**src/rtl/regfile_axil_port_if.sv**
```systemverilog
// AXI4-Lite slave bundle carrying the five channels of regfile_axil_port.
interface regfile_axil_port_if #(parameter int ADDR_W = 7);
  logic [ADDR_W-1:0] s_awaddr;
  logic              s_awvalid;
  logic              s_awready;
  logic [31:0]       s_wdata;
  logic [3:0]        s_wstrb;
  logic              s_wvalid;
  logic              s_wready;
  logic [1:0]        s_bresp;
  logic              s_bvalid;
  logic              s_bready;
  logic [ADDR_W-1:0] s_araddr;
  logic              s_arvalid;
  logic              s_arready;
  logic [31:0]       s_rdata;
  logic [1:0]        s_rresp;
  logic              s_rvalid;
  logic              s_rready;

  modport master (
    output s_awaddr, s_awvalid, s_wdata, s_wstrb, s_wvalid, s_bready,
           s_araddr, s_arvalid, s_rready,
    input  s_awready, s_wready, s_bresp, s_bvalid,
           s_arready, s_rdata, s_rresp, s_rvalid
  );

  modport slave (
    input  s_awaddr, s_awvalid, s_wdata, s_wstrb, s_wvalid, s_bready,
           s_araddr, s_arvalid, s_rready,
    output s_awready, s_wready, s_bresp, s_bvalid,
           s_arready, s_rdata, s_rresp, s_rvalid
  );
endinterface

```
**src/rtl/regfile_axil_port.sv**
```systemverilog
// AXI4-Lite slave that exposes the 32 x 32-bit register file (x0..x31) as a
// word-addressed window; write and read channels run independently.
module regfile_axil_port #(
  parameter int ADDR_W = 7
) (
  input  logic                clk,
  input  logic                rst,
  regfile_axil_port_if.slave  s,
  output logic                RegWrite,
  output logic [4:0]          rd_addr,
  output logic [31:0]         write_data,
  output logic [4:0]          rs1_addr,
  input  logic [31:0]         rs1_data
);

  localparam logic [1:0] W_IDLE   = 2'd0;
  localparam logic [1:0] W_COMMIT = 2'd1;
  localparam logic [1:0] W_RESP   = 2'd2;

  localparam logic [1:0] R_IDLE   = 2'd0;
  localparam logic [1:0] R_FETCH  = 2'd1;
  localparam logic [1:0] R_VALID  = 2'd2;

  // Any address bit above [6] lies outside the 32-word window.
  localparam logic [ADDR_W-1:0] HI_MASK = ~ADDR_W'(7'h7F);

  logic [1:0]        w_state;
  logic              aw_held;
  logic              w_held;
  logic [ADDR_W-1:0] aw_addr;
  logic [31:0]       w_data;
  logic [3:0]        w_strb;
  logic [1:0]        bresp_q;
  logic              aw_hs;
  logic              w_hs;
  logic              w_err;

  logic [1:0]        r_state;
  logic [ADDR_W-1:0] ar_addr;
  logic [31:0]       rdata_q;
  logic [1:0]        rresp_q;
  logic              r_err;

  assign s.s_awready = !rst && (w_state == W_IDLE) && !aw_held;
  assign s.s_wready  = !rst && (w_state == W_IDLE) && !w_held;
  assign s.s_bvalid  = (w_state == W_RESP);
  assign s.s_bresp   = bresp_q;

  assign aw_hs = s.s_awvalid && s.s_awready;
  assign w_hs  = s.s_wvalid && s.s_wready;

  assign w_err = (aw_addr[1:0] != 2'b00) || (w_strb != 4'hF) ||
                 ((aw_addr & HI_MASK) != '0);

  assign rd_addr    = aw_addr[6:2];
  assign write_data = w_data;
  // Gated by rst so a reset landing on the commit cycle never reaches the file.
  assign RegWrite   = !rst && (w_state == W_COMMIT) && !w_err && (aw_addr[6:2] != 5'd0);

  always_ff @(posedge clk) begin
    if (rst) begin
      w_state <= W_IDLE;
      aw_held <= 1'b0;
      w_held  <= 1'b0;
      aw_addr <= '0;
      w_data  <= '0;
      w_strb  <= '0;
      bresp_q <= 2'b00;
    end else begin
      case (w_state)
        W_IDLE: begin
          if (aw_hs) begin
            aw_addr <= s.s_awaddr;
            aw_held <= 1'b1;
          end
          if (w_hs) begin
            w_data <= s.s_wdata;
            w_strb <= s.s_wstrb;
            w_held <= 1'b1;
          end
          if ((aw_held || aw_hs) && (w_held || w_hs)) w_state <= W_COMMIT;
        end
        W_COMMIT: begin
          bresp_q <= w_err ? 2'b10 : 2'b00;
          aw_held <= 1'b0;
          w_held  <= 1'b0;
          w_state <= W_RESP;
        end
        W_RESP: begin
          if (s.s_bready) w_state <= W_IDLE;
        end
        default: w_state <= W_IDLE;
      endcase
    end
  end

  assign s.s_arready = !rst && (r_state == R_IDLE);
  assign s.s_rvalid  = (r_state == R_VALID);
  assign s.s_rdata   = rdata_q;
  assign s.s_rresp   = rresp_q;

  assign r_err = (ar_addr[1:0] != 2'b00) || ((ar_addr & HI_MASK) != '0);

  // rs1_data is sampled at the end of R_FETCH, so a same-edge write is not seen.
  always_ff @(posedge clk) begin
    if (rst) begin
      r_state  <= R_IDLE;
      ar_addr  <= '0;
      rs1_addr <= 5'd0;
      rdata_q  <= '0;
      rresp_q  <= 2'b00;
    end else begin
      case (r_state)
        R_IDLE: begin
          if (s.s_arvalid) begin
            ar_addr  <= s.s_araddr;
            rs1_addr <= s.s_araddr[6:2];
            r_state  <= R_FETCH;
          end
        end
        R_FETCH: begin
          rdata_q <= (r_err || (rs1_addr == 5'd0)) ? 32'd0 : rs1_data;
          rresp_q <= r_err ? 2'b10 : 2'b00;
          r_state <= R_VALID;
        end
        R_VALID: begin
          if (s.s_rready) r_state <= R_IDLE;
        end
        default: r_state <= R_IDLE;
      endcase
    end
  end

endmodule

```
**src/flat_wrapper.sv**
```systemverilog
// flat-port wrapper written by rule: the top's interface ports become plain ports
module regfile_axil_port_flat 
#(
  parameter int ADDR_W = 7
)
  (clk, rst, RegWrite, rd_addr, write_data, rs1_addr, rs1_data, s_s_awaddr, s_s_awvalid, s_s_wdata, s_s_wstrb, s_s_wvalid, s_s_bready, s_s_araddr, s_s_arvalid, s_s_rready, s_s_awready, s_s_wready, s_s_bresp, s_s_bvalid, s_s_arready, s_s_rdata, s_s_rresp, s_s_rvalid);
  regfile_axil_port_if #(.ADDR_W(ADDR_W)) s_i ();
  input  logic clk;
  input  logic rst;
  output logic RegWrite;
  output logic [4:0] rd_addr;
  output logic [31:0] write_data;
  output logic [4:0] rs1_addr;
  input  logic [31:0] rs1_data;
  input wire logic [$bits(s_i.s_awaddr)-1:0] s_s_awaddr;
  input wire logic [$bits(s_i.s_awvalid)-1:0] s_s_awvalid;
  input wire logic [$bits(s_i.s_wdata)-1:0] s_s_wdata;
  input wire logic [$bits(s_i.s_wstrb)-1:0] s_s_wstrb;
  input wire logic [$bits(s_i.s_wvalid)-1:0] s_s_wvalid;
  input wire logic [$bits(s_i.s_bready)-1:0] s_s_bready;
  input wire logic [$bits(s_i.s_araddr)-1:0] s_s_araddr;
  input wire logic [$bits(s_i.s_arvalid)-1:0] s_s_arvalid;
  input wire logic [$bits(s_i.s_rready)-1:0] s_s_rready;
  output wire logic [$bits(s_i.s_awready)-1:0] s_s_awready;
  output wire logic [$bits(s_i.s_wready)-1:0] s_s_wready;
  output wire logic [$bits(s_i.s_bresp)-1:0] s_s_bresp;
  output wire logic [$bits(s_i.s_bvalid)-1:0] s_s_bvalid;
  output wire logic [$bits(s_i.s_arready)-1:0] s_s_arready;
  output wire logic [$bits(s_i.s_rdata)-1:0] s_s_rdata;
  output wire logic [$bits(s_i.s_rresp)-1:0] s_s_rresp;
  output wire logic [$bits(s_i.s_rvalid)-1:0] s_s_rvalid;
  assign s_i.s_awaddr = s_s_awaddr;
  assign s_i.s_awvalid = s_s_awvalid;
  assign s_i.s_wdata = s_s_wdata;
  assign s_i.s_wstrb = s_s_wstrb;
  assign s_i.s_wvalid = s_s_wvalid;
  assign s_i.s_bready = s_s_bready;
  assign s_i.s_araddr = s_s_araddr;
  assign s_i.s_arvalid = s_s_arvalid;
  assign s_i.s_rready = s_s_rready;
  assign s_s_awready = s_i.s_awready;
  assign s_s_wready = s_i.s_wready;
  assign s_s_bresp = s_i.s_bresp;
  assign s_s_bvalid = s_i.s_bvalid;
  assign s_s_arready = s_i.s_arready;
  assign s_s_rdata = s_i.s_rdata;
  assign s_s_rresp = s_i.s_rresp;
  assign s_s_rvalid = s_i.s_rvalid;
  regfile_axil_port #(.ADDR_W(ADDR_W)) u_core (.clk(clk), .rst(rst), .s(s_i), .RegWrite(RegWrite), .rd_addr(rd_addr), .write_data(write_data), .rs1_addr(rs1_addr), .rs1_data(rs1_data));
endmodule
```
**config.mk**
```make
export PLATFORM = sky130hd
export DESIGN_NAME = regfile_axil_port_flat
export DESIGN_NICKNAME = d
export VERILOG_FILES = /design/src/rtl/regfile_axil_port_if.sv /design/src/rtl/regfile_axil_port.sv /design/src/flat_wrapper.sv
export SDC_FILE = /design/constraint.sdc
export NUM_CORES = 1
export LEC_CHECK = 0
export BUFFER_PORTS_ARGS = -buffer_cell sky130_fd_sc_hd__buf_4
export CAP_MARGIN = 20
export CORE_UTILIZATION = 48
export DETAILED_ROUTE_END_ITERATION = 12
export PLACE_DENSITY = 0.85
export SKIP_CTS_REPAIR_TIMING = 1
export SYNTH_ARGS = -nofsm -noshare
export SYNTH_HDL_FRONTEND = slang
export SYNTH_SLANG_ARGS = --single-unit
```
**constraint.sdc**
```tcl
create_clock -name clk -period 3.8 [get_ports clk]
set_input_delay 0.19 -clock clk [delete_from_list [all_inputs] [get_ports clk]]
set_output_delay 0.19 -clock clk [all_outputs]
set_load 0.02 [all_outputs]
```
Word-level counts from Yosys, hierarchy flattened
Cells that the tools add are included.

Bits in registers: 92. Bits of input ports: 89. Output and inout bits: 84.

Equal/unequal tests: 11. Multiplexer cells: 13. Reductions and logical operators: 32.

Operators by type and width (number): two-way mux 32 bit (1); AND reduction 2 bit (7); two-way mux 2 bit (6); case mux 2 bit (3 select lines) (2); logical AND 1 bit (10); inequality test 2 bit (second input constant) (4); nonzero test 2 bit (3); logical NOT 5 bit (1); nonzero test 5 bit (1); equality test 2 x 1 -> 1 bit (second input constant) (2); equality test 2 bit (second input constant) (2); logical NOT 1 bit (4); logical NOT 2 bit (2); logical OR 1 bit (4); inequality test 2 x 1 -> 1 bit (second input constant) (2); inequality test 4 bit (second input constant) (1); case mux 1 bit (2 select lines) (2); two-way mux 1 bit (2).

Logic depth before layout (Yosys ltp)
Depth after elaboration: 8. Depth in mapped cells: 6.

Least setup slack after synthesis
No wires, ideal clock.

Path kind: register to register. Start point: reg u_core.rs1_addr[0]. End point: reg u_core.rdata_q[0], in the netlist u_core.s.s_rdata[0]. Setup time: 0.117 ns. Arrival: 1.529 ns. Required time: 3.683 ns. Path slack: 2.154 ns. Stages on the path, launching flop included: 5. Clock period less this slack: 1.646 ns. Cell sequence: dfxtp_1 > or4_1 > o2111a_2 > buf_6 > a22o_1.

Word-level cells in the longest chain between the ends: 3.

RTL lines: from (decl) (RTL line regfile_axil_port.sv:12) `output logic [4:0] rs1_addr,`; from (signal assigned) (RTL line regfile_axil_port.sv:117) `rs1_addr <= s.s_araddr[6:2];`; logical NOT 5 bit (RTL line regfile_axil_port.sv:122) `rdata_q <= (r_err || (rs1_addr == 5'd0)) ? 32'd0 : rs1_data;`; logical OR 1 bit (RTL line regfile_axil_port.sv:122); two-way mux 32 bit (RTL line regfile_axil_port.sv:122); to (signal assigned) (RTL line regfile_axil_port.sv:122); to (decl) (RTL line regfile_axil_port.sv:40) `logic [31:0] rdata_q;`.

No other way between the ends. A chain may end at the register's enable or synchronous reset.

Worst setup path after layout
Start point: reg u_core.w_state[1]. End point: out s_s_wready.

Word-level cells in the longest chain between the ends: 3.

RTL lines: from (decl) (RTL line regfile_axil_port.sv:27) `logic [1:0] w_state;`; from (signal assigned) (RTL line regfile_axil_port.sv:62) `w_state <= W_IDLE;`; from (signal assigned) (RTL line regfile_axil_port.sv:81) `if ((aw_held || aw_hs) && (w_held || w_hs)) w_state <= W_COMMIT;`; from (signal assigned) (RTL line regfile_axil_port.sv:87) `w_state <= W_RESP;`; logical NOT 2 bit (RTL line regfile_axil_port.sv:45) `assign s.s_wready = !rst && (w_state == W_IDLE) && !w_held;`; logical AND 1 bit (2 in series) (RTL line regfile_axil_port.sv:45); to (decl) (RTL line flat_wrapper.sv:25) `output wire logic [$bits(s_i.s_wready)-1:0] s_s_wready;`.

No other way between the ends.

==> summary.txt <==
Layout
  • Ant diodes: 0
  • Multi-input gate area: approximately 1300 sq um
  • Layout net count: 585
  • Share of layout cells above drive strength 1: 0.391
  • Most common cell after layout, fill and taps aside: buf_4
  • Sequential Area: 1800 sq um
  • Most frequent cells in the layout: 174 x buf_4, 90 x dfxtp_1, 47 x a21oi_1, 43 x nand3_1, 32 x a22o_1
  • Fillers: between 400 and 500
  • Area grow syn2layout: 46.4%

Logic synthesis
  • Mapped cell area: roughly 3300 sq um
  • Post-synth top area share: 0.553
  • Top post-synthesis cells by area: dfxtp_1 55%, a22o_1 8.6%, a21oi_1 7.2%
  • Syn_area_per_cell: between 9 and 10 sq um
  • Register bit total from synthesis: 90
  • Synth unique cells: 29
  • Post-synthesis sequential area ratio: 0.553
  • Most area-hungry cell type in the Yosys netlist: dfxtp_1
  • Post-Syn Instances: 345
  • YS warnings: 0

Clock network
  • CTS tree: done
  • Clock Latency Late Sink: 0.35 ns
  • CTS root buf: clkbuf_8
  • Num CTS Buffers: 9
  • Clock H-tree levels: 3
  • Sink Count: 90
  • Clock Pin Slew Worst Setup and Hold Paths: 0.09 ns
  • CTS max path bufs: 2

STA
  • Clk_skew: roughly 0.0062 ns
  • FMAX: 494 MHz
  • Final worst-path cycle share: 0.533
  • Final Max Tran Viols: 0
  • Final hold viol count: 0
  • RSZ-0062 raised after global routing: no
  • Final TNS setup: 0 ns
  • Final worst slack: 1.78 ns
  • Final min period: 2.02 ns
  • Least-Margin Pin Slew: 0.685 ns
  • Slew HR: 0.543
  • Final Setup Violations: 0

Floorplanning
  • Die ar.: approximately 7000 sq um
  • Initial Util: 0.504
  • FP Rows: 29
  • Die width: 84.4 microns
  • Io pins: roughly 170
  • Core area: 6460 sq um
  • Die Ht: 84.4 microns

Routing
  • Initial DRT Pass Iterations: 9
  • Via count: 3127
  • Final wirelength: between 8000 and 9000 microns
  • Final ANT Viol Nets: 0
  • WL/cell: 15.1 microns
  • DRT iter0 DRCs: 185
  • # DRC: 12
  • Vias per std cell: around 5.4

Placed design
  • I/O Buffers: 170
  • Final GP Congestion: 0.729
  • DP HPWL: 6170 microns
  • Worst slack, placed: slightly below 2 ns

Outcome
  • Failing checks: DRC
  • Outcome: finished with violations

Worst setup path
  • Required time of the worst setup path: roughly 3.6 ns
  • CP cell instances: or3_1, buf_16, nor2_1, buf_4
  • Crit-path slowest cell: or3_1
  • CP Launch Type: flip-flop
  • Worst path arrival time: 1.83 ns
  • Nature of the critical path endpoint: output port
  • Crit Path Max Fanout: 32
  • Type of the worst setup path: flip-flop to output port
  • CP peak stage delay: between 0.6 and 0.7 ns
  • CP delay by family, top: simple AND/OR/NAND/NOR gates
  • Worst Path Buf+Inv: 2

Pwr
  • Maximum VDD drop: 0.000286 V
  • Leak Pwr: 2.14 nW
  • Power Dens Cells: 440 nW/um^2

Global route
  • Global-route usage over all layers: 0.242
  • Initial antenna violation count: 0
  • Pin count of the biggest net entering global routing: 62
  • GRT Residual Overflow: 0
  • First-pass GRT wire length: 13700 microns
  • Vias in the first global route: slightly below 3000

Hold path
  • Hold Crit Class: primary input to flip-flop

Job
  • Max-Cap Viols: 0
==> area by class of cell <==
class / instances / share of cell area
Clock buffer: 12 / 0.0325
Timing Repair Buffer: 177 / 0.286
Inverter: 4 / 0.00315
Multi-Input combinational cell: 214 / 0.265
Tap cell: 77 / 0.0202
Clock inverter: 4 / 0.0155
Sequential cell: 90 / 0.378
==> stage by stage <==
| step | power (mW) | instance area, sq um | utilization | hold slack [ns] | cells |
|---|---|---|---|---|---|
| finish | 2.10 | 4770 | 0.738 | 0.0512 | 578 |
| global placement | 1.38 | 4480 | 0.694 | 0.405 | 559 |
| detailed placement | 1.39 | 4520 | 0.701 | 0.409 | 561 |
| floorplan | 1.22 | 3260 | - | 0.312 | 346 |
| CTS | 2.11 | 4750 | 0.736 | 0.0356 | 577 |
| global route | 2.19 | 4770 | 0.738 | 0.0303 | 578 |
==> path summary, 6_finish.rpt <==
check / from / slack, ns / cells after the start / end
worst min register to register: u_core.write_data[11] / 0.48 / 2 / u_core.write_data[11]
worst min-delay path: rs1_data[29] / 0.05 / 2 / u_core.s.s_rdata[29]
worst max register to register: u_core.rs1_addr[0] / 2.03 / 3 / u_core.s.s_rdata[30]
worst max-delay path: u_core.w_state[1] / 1.78 / 4 / s_s_wready
==> Yosys cell counts <==
library cell / n
or4_1: 2
a21oi_1: 47
mux2i_1: 7
clkbuf_1: 25
nor2b_1: 6
o2111a_2: 1
o21ai_1: 15
a22o_1: 32
dfxtp_1: 90
nand4_1: 1
nor2_1: 16
buf_4: 7
and2_1: 1
nor4bb_1: 1
inv_1: 4
o22ai_1: 1
nor3_2: 1
o211a_1: 1
buf_6: 3
or3_1: 1
a211oi_1: 1
nor3_1: 4
conb_1: 1
o21ai_0: 28
nor3b_1: 1
nand2b_1: 2
buf_2: 2
nand3_1: 43
buf_1: 1
==> sequential cells by signal (all words and copies together), names as in the netlist, 2 cells and up <==
name	cells
u_core.rs1_addr	5
u_core.ar_addr	2
u_core.s.s_rdata	32
u_core.write_data	32
u_core.w_strb	4
u_core.aw_addr	7
u_core.w_state	2
u_core.r_state	2
==> power breakdown <==
part | switching (mW) | internal (mW) | leakage, nW
Clock | 0.317 | 0.407 | 0.117
Sequential | 0.0301 | 0.989 | 0.732
Combinational | 0.189 | 0.168 | 1.29
==> layer usage <==
metal  track usage  vias to the layer above  part of all wire
li1              -                     1534                 -
met1         0.288                     1478              0.40
met2         0.424                      105              0.53
met3        0.0659                       10             0.053
met4        0.0847                        0             0.018
met5             0                        -                 0
==> logic make-up after synthesis <==
kind of cell	synth area share
buf+inv	0.0641
flops	0.553
simple gates	0.125
mux	0.0215
other cells	0.00115
compound gates	0.235
(Power assumes the default switching activity.)
